**src/rtl/dmem_responder.sv**
```systemverilog
// Multi-cycle data-memory responder for the pipeline memory stage.
// Latches one access in IDLE, waits LATENCY cycles in BUSY, and completes in DONE.
module dmem_responder #(
  parameter int unsigned DEPTH_WORDS = 64,
  parameter int unsigned LATENCY     = 2
) (
  input  logic        clk,
  input  logic        rst,
  input  logic        req,
  input  logic        we,
  input  logic [31:0] addr,
  input  logic [31:0] wd,
  output logic [31:0] rd,
  output logic        stall,
  output logic        err
);

  localparam int unsigned AW = (DEPTH_WORDS > 1) ? $clog2(DEPTH_WORDS) : 1;

  typedef enum logic [1:0] {
    IDLE,
    BUSY,
    DONE
  } state_t;

  state_t      state_q;
  logic [3:0]  cnt_q;
  logic        we_q;
  logic [31:0] addr_q;
  logic [31:0] wd_q;
  logic [31:0] rd_q;
  logic        err_q;

  logic [31:0] mem [DEPTH_WORDS];

  logic          fault;
  logic          complete;
  logic [AW-1:0] idx;

  always_comb begin
    fault    = (addr_q[1:0] != '0) || (addr_q[31:2] >= 30'(DEPTH_WORDS));
    idx      = addr_q[AW+1:2];
    complete = (state_q == BUSY) && req && (cnt_q == '0);
  end

  // Gated by rst so the hazard logic sees no hold while reset is asserted.
  assign stall = rst && req && (state_q != DONE);
  assign rd    = rd_q;
  assign err   = err_q;

  always_ff @(posedge clk or negedge rst) begin
    if (!rst) begin
      state_q <= IDLE;
      cnt_q   <= '0;
      we_q    <= 1'b0;
      addr_q  <= '0;
      wd_q    <= '0;
      rd_q    <= '0;
      err_q   <= 1'b0;
    end else begin
      err_q <= 1'b0;
      case (state_q)
        IDLE: begin
          if (req) begin
            we_q    <= we;
            addr_q  <= addr;
            wd_q    <= wd;
            cnt_q   <= 4'(LATENCY - 1);
            state_q <= BUSY;
          end
        end
        BUSY: begin
          if (!req) begin
            state_q <= IDLE;
          end else if (cnt_q != '0) begin
            cnt_q <= cnt_q - 4'd1;
          end else begin
            err_q   <= fault;
            state_q <= DONE;
            if (!we_q) begin
              rd_q <= fault ? '0 : mem[idx];
            end
          end
        end
        DONE: begin
          state_q <= IDLE;
        end
        default: begin
          state_q <= IDLE;
        end
      endcase
    end
  end

  // Storage is deliberately outside the reset domain so contents survive reset.
  always_ff @(posedge clk) begin
    if (complete && we_q && !fault) begin
      mem[idx] <= wd_q;
    end
  end

endmodule

```
**config.mk**
```make
export PLATFORM = sky130hd
export DESIGN_NAME = dmem_responder
export DESIGN_NICKNAME = d
export VERILOG_FILES = /design/src/rtl/dmem_responder.sv
export SDC_FILE = /design/constraint.sdc
export NUM_CORES = 2
export LEC_CHECK = 0
export BUFFER_PORTS_ARGS = -buffer_cell sky130_fd_sc_hd__buf_2
export CAP_MARGIN = 25
export CORE_ASPECT_RATIO = 2
export CORE_MARGIN = 4
export CORE_UTILIZATION = 36
export CTS_CLUSTER_DIAMETER = 40
export DETAILED_ROUTE_END_ITERATION = 10
export GPL_TIMING_DRIVEN = 0
export PLACE_DENSITY = 0.6
export SYNTH_ARGS = -nofsm -noshare
export SYNTH_HDL_FRONTEND = slang
export SYNTH_SLANG_ARGS = --single-unit
export TNS_END_PERCENT = 100
```
**constraint.sdc**
```tcl
create_clock -name clk -period 3.4 [get_ports clk]
set_clock_uncertainty 0.05 [all_clocks]
set_input_delay 0.17 -clock clk [delete_from_list [all_inputs] [get_ports clk]]
set_output_delay 0.17 -clock clk [all_outputs]
set_load 0.005 [all_outputs]
```
After elaboration in Yosys (flattened, before gate mapping). Memories as Yosys holds them, arrays and structs flattened. Cells that the tools add are included. W data, S select, Z words.

Output and inout bits: 34. Bits in writable memories: 2048. Bits in latches: 0. Bits in read-only memories: 0. Memories: 1. Register bits after elaboration: 104.

Reduce and logical (&&, ||, !) cells: 17. Equal/unequal tests: 6. $add $sub $neg: 1. Order comparisons: 1. Div/mod/pow operators: 0. Multiplexer cells: 14. Multiply operators: 0. Bitwise operators: 2. Shift-type cells: 0.

Memories: mem (depth 64, width 32, read ports 1, clocked after memory_dff 0, write ports 1, line 34) `logic [31:0] mem [DEPTH_WORDS];`.

Operators with widths (count): $mux W32 (1); $ge A30 B7 Y1 const B (1); $mux W4 (3); $pmux W4 S2 (1); $reduce_and A4 Y1 (2); $logic_and A1 B1 Y1 (6); $mux W2 (3); $ne A2 B2 Y1 const B (3); $mux W1 (5); $logic_not A4 Y1 (1); $pmux W2 S2 (1); $reduce_and A2 Y1 (2); $reduce_bool A2 Y1 (2); $reduce_bool A4 Y1 (1); $sub A4 B1 Y4 const B (1); $ne A3 B3 Y1 const B (1); $eq A2 B1 Y1 const B (1); $logic_not A2 Y1 (1); $ne A2 B1 Y1 const B (1); $not A1 Y1 (2); $logic_not A1 Y1 (1); $logic_or A1 B1 Y1 (1).

Depth between registers and ports, before layout.
Depth after elaboration: 7. Depth in mapped cells: 11. Gate-level depth less buffers: 8.

Worst setup path after synthesis. OpenSTA, ideal clock, no wires.

Path kind: reg2reg. Start point: register addr_q[14]. End point: memory mem[51][0], enable pin. Period minus slack after synthesis: 3.517 ns. Arrival: 3.046 ns. Setup slack: -0.117 ns. Cell stages (with the launch flop): 8. Required time: 2.929 ns. Buffers on the path: 1. Cell sequence: dfrtp_1 nor4_1 nand4_1 nor2_1 and3_1 buf_2 nand3_1 nor2_1.

Word-level cells in the longest chain between the ends: 6.

RTL lines: start, declared (line 29) `logic [31:0] addr_q;`; start signal, assigned (line 66) `addr_q <= addr;`; $ge A30 B7 Y1 (line 41) `fault = (addr_q[1:0] != '0) || (addr_q[31:2] >= 30'(DEPTH_WORDS));`; $logic_or A1 B1 Y1 (line 41); $logic_not A1 Y1 (line 97) `if (complete && we_q && !fault) begin`; $logic_and A1 B1 Y1 (line 97); $mux W1 (line 97); $mux W1 (implied by the code) (line 98) `mem[idx] <= wd_q;`; end, declared (line 34).

Every way passes these cells.

Worst setup path after layout.
Start point: register addr_q[3]. End point: register rd_q[11] (netlist: rd[11]).

Word-level cells in the longest chain between the ends: 3. Elaborated cells on any way between the ends: 4.

RTL lines: $ge A30 B7 Y1 (line 41); $logic_or A1 B1 Y1 (line 41); $mux W32 * (line 81) `rd_q <= fault ? '0 : mem[idx];`; end signal, assigned (line 81); end, declared (line 31) `logic [31:0] rd_q;`.

Mark *: on every way between the ends. The rest lies on a longest branch, timed or not. A chain may end at the register's enable or synchronous reset.

==> impl_results.md <==
* Antenna viol nets, final at 0
* Skew-Pair Late Insertion Delay at 0.91 ns
* GRT Residual Overflow at 0
* RD Place Congestion at 1.01
* Hold Vio Cnt, Final at 0
* HP Class: in2reg
* Ys flop type: edfxtp_1
* Syn-to-layout area delta at 23.6%
* Horiz. Die Dim at about 350 microns
* Crit-path max FO at 10
* Syn nets at ~4,400
* Period minus WS final at between 3 and 4 ns
* Placed Area at 92,000 sq um
* Synthesized flop and latch total at 2,152
* Detailed Route WL at 446,000 microns
* Worst path arrival time at 4.44 ns
* Worst Setup SP: addr_q[3]
* Post-synth ARST share at 0.0483
* Mapped Area at roughly 83,000 sq um
* Largest net degree at the start of global routing at 66
* Vias per inst at 6.77
* Longest Clk Path Bufs at 4
* Die Y at 685 microns
* Residual DRC count at 0
* Global-route wire length before repair at 563,000 microns
* PwrDens at 848 nW/um^2
* Total Nets Final at 5,173
* Starting Density at 0.362
* Critical path type: reg2reg
* Vias in the first global route at 51,662
* CP Launch Type: flop
* Register area share after synthesis at 0.776
* Slew Limit Fails at 0
* VDD IR max at about 490 uV
* Worst R2R Start: addr_q[3]
* Vias after detailed routing at 56,211
* RSZ-0062 raised after global routing: yes
* Post-synth EDFFs at 2,048
* Fmax at between 0.2 and 0.3 GHz
* Num CTS Buffers at 194
* IO Port Bufs at around 100
* Final worst setup slack at -0.267 ns
* Reg-to-reg endpoint: rd[11]
* Setup violators final at 260
* CP endpoint kind: flop
* Status: complete, but fails checks
* Layout cells sized above 1 at 0.295
* Die footprint at ~240,000 sq um
* Worst Path Required at 4.18 ns
* Core ar. at roughly 230,000 sq um
* Detailed placement HPWL at 304,000 microns
* Post-Syn Instances at 4,340
* Drt first pass iters at 9
* I/O pins at 102
* Final Total Pwr at 86.6 mW
* Slew headroom at 0.176
* Num rows at 248
* Final Cycle Share at 1.08
* CTS root buffer: clkbuf_16
* Final Cell Area at roughly 100,000 sq um
* Highest-count cells in the layout ignoring fill and taps: 2,048 x edfxtp_1, 280 x o22ai_1, 196 x clkbuf_16
* Mean Syn Cell Area at 19.0 sq um
* Commonest non-fill, non-tap cell in the layout: edfxtp_1
* Clk sink count at roughly 2,200
* Synthesis warning total at 0
* End of the critical path: rd[11]
* Worst-margin pin slew at about 1.2 ns
* Initial DRC count at 11,674
* TritonCTS clock tree: yes
* Yosys cell types at 83
* Wire per inst at 53.7 microns
* P_leak at 32.8 nW
* Max Cap Viol at 0
* Clk slew on worst S/H paths at around 0.070 ns
* H-tree levels at 4
* GRT Overall Usage at 0.372
* Reg2Reg Depth at 9
* Violated checks: negative setup slack
* Initial antenna violation count at 59
* FF-to-FF setup slack at -0.27 ns
-- Yosys cell counts (51+ instances only) --
cell type,instances,area share
edfxtp_1,2048,0.74
o22ai_1,286,0.022
mux2_2,187,0.026
nor2_1,164,0.0075
mux4_2,150,0.041
mux2i_1,148,0.018
o221ai_1,148,0.016
o21ai_0,146,0.0088
nand2_1,123,0.0056
a21oi_1,114,0.0069
dfrtp_1,104,0.032
buf_2,100,0.0061
clkbuf_1,67,0.0030
buf_4,51,0.0046
-- area by class of cell --
cell class | instances | area [sq um]
fillers | 19456 | 126000
flip-flops and latches | 2152 | 64200
multi-input cells | 1891 | 17800
repair buffers | 571 | 7200
clock buffers | 242 | 5180
well taps | 3000 | 3750
plain buffers | 285 | 2600
clock inverters | 108 | 1160
diodes | 49 | 123
inverters | 8 | 30.0
-- worst max-delay path, stage by stage (launching register included) --
cell	delay, ns
dfrtp_1	0.40
buf_6	0.22
or2_2	0.13
buf_2	0.25
buf_4	0.49
o22ai_1	0.18
a22oi_2	0.68
o21ai_1	0.23
a2111oi_4	0.64
a32o_1	0.28
-- flip-flops by register name (all words and copies together), names as in the netlist --
name	count
addr_q	32
cnt_q	4
err	1
mem	2048
rd	32
state_q	2
wd_q	32
we_q	1
-- metal layers --
layer,vias up,share of wire,GRT usage
met4,20,0.14,0.380
li1,19643,-,-
met2,5974,0.45,0.574
met1,28555,0.28,0.390
met3,2019,0.12,0.118
met5,-,0.00041,0.000204
-- metrics by stage --
stage	setup TNS [ns]	worst slack, ns	utilization	std cells	hold slack, ns
after floorplan	-207.26	-0.117	-	4340	-0.176
after global placement	-	-6.37	0.381	7441	0.351
after detailed placement	-2944.82	-2.00	0.403	7673	0.179
after CTS	-0.136	-0.0908	0.444	8232	0.00135
after global routing	-0.200	-0.0866	0.447	8267	0.0412
final	-11.80	-0.267	0.447	8306	0.0275
-- repair_timing --
action,4_1_cts,5_1_grt
endpoints found under the hold margin,176,0
gates resized for setup,245,144
setup buffers,103,20
pin swaps,65,18
setup endpoints to repair,2079,466
hold buffers,108,0
-- report_power, final --
part | leakage [nW] | internal, mW | switching, mW
Sequential | 19.7 | 32.1 | 1.74
Combinational | 10.0 | 7.84 | 22.1
Clock | 3.09 | 12.4 | 10.4
Total | 32.8 | 52.3 | 34.2
-- worst min-delay path by stage --
stage / slack [ns] / end / from / cells after the start
5_1_grt: 0.04 / addr_q[0] / addr[0] / 3
3_3_place_gp: 0.35 / addr_q[3] / addr[3] / 3
6_report: 0.03 / wd_q[12] / wd[12] / 3
4_1_cts: 0.001 / addr_q[12] / addr[12] / 3
3_5_place_dp: 0.18 / addr_q[21] / rst / 1
2_1_floorplan: -0.18 / addr_q[0] / rst / 0
-- cells by family after synthesis --
logic type               synth area share
flip-flops                          0.776
AO/OA/AOI/OAI                      0.0797
multiplexers                       0.0977
AND/OR/NAND/NOR                    0.0222
buffers and inverters              0.0236
XOR/XNOR                         0.000212
adder cells (fa/ha/maj)          0.000303
(Power assumes the default switching activity.)
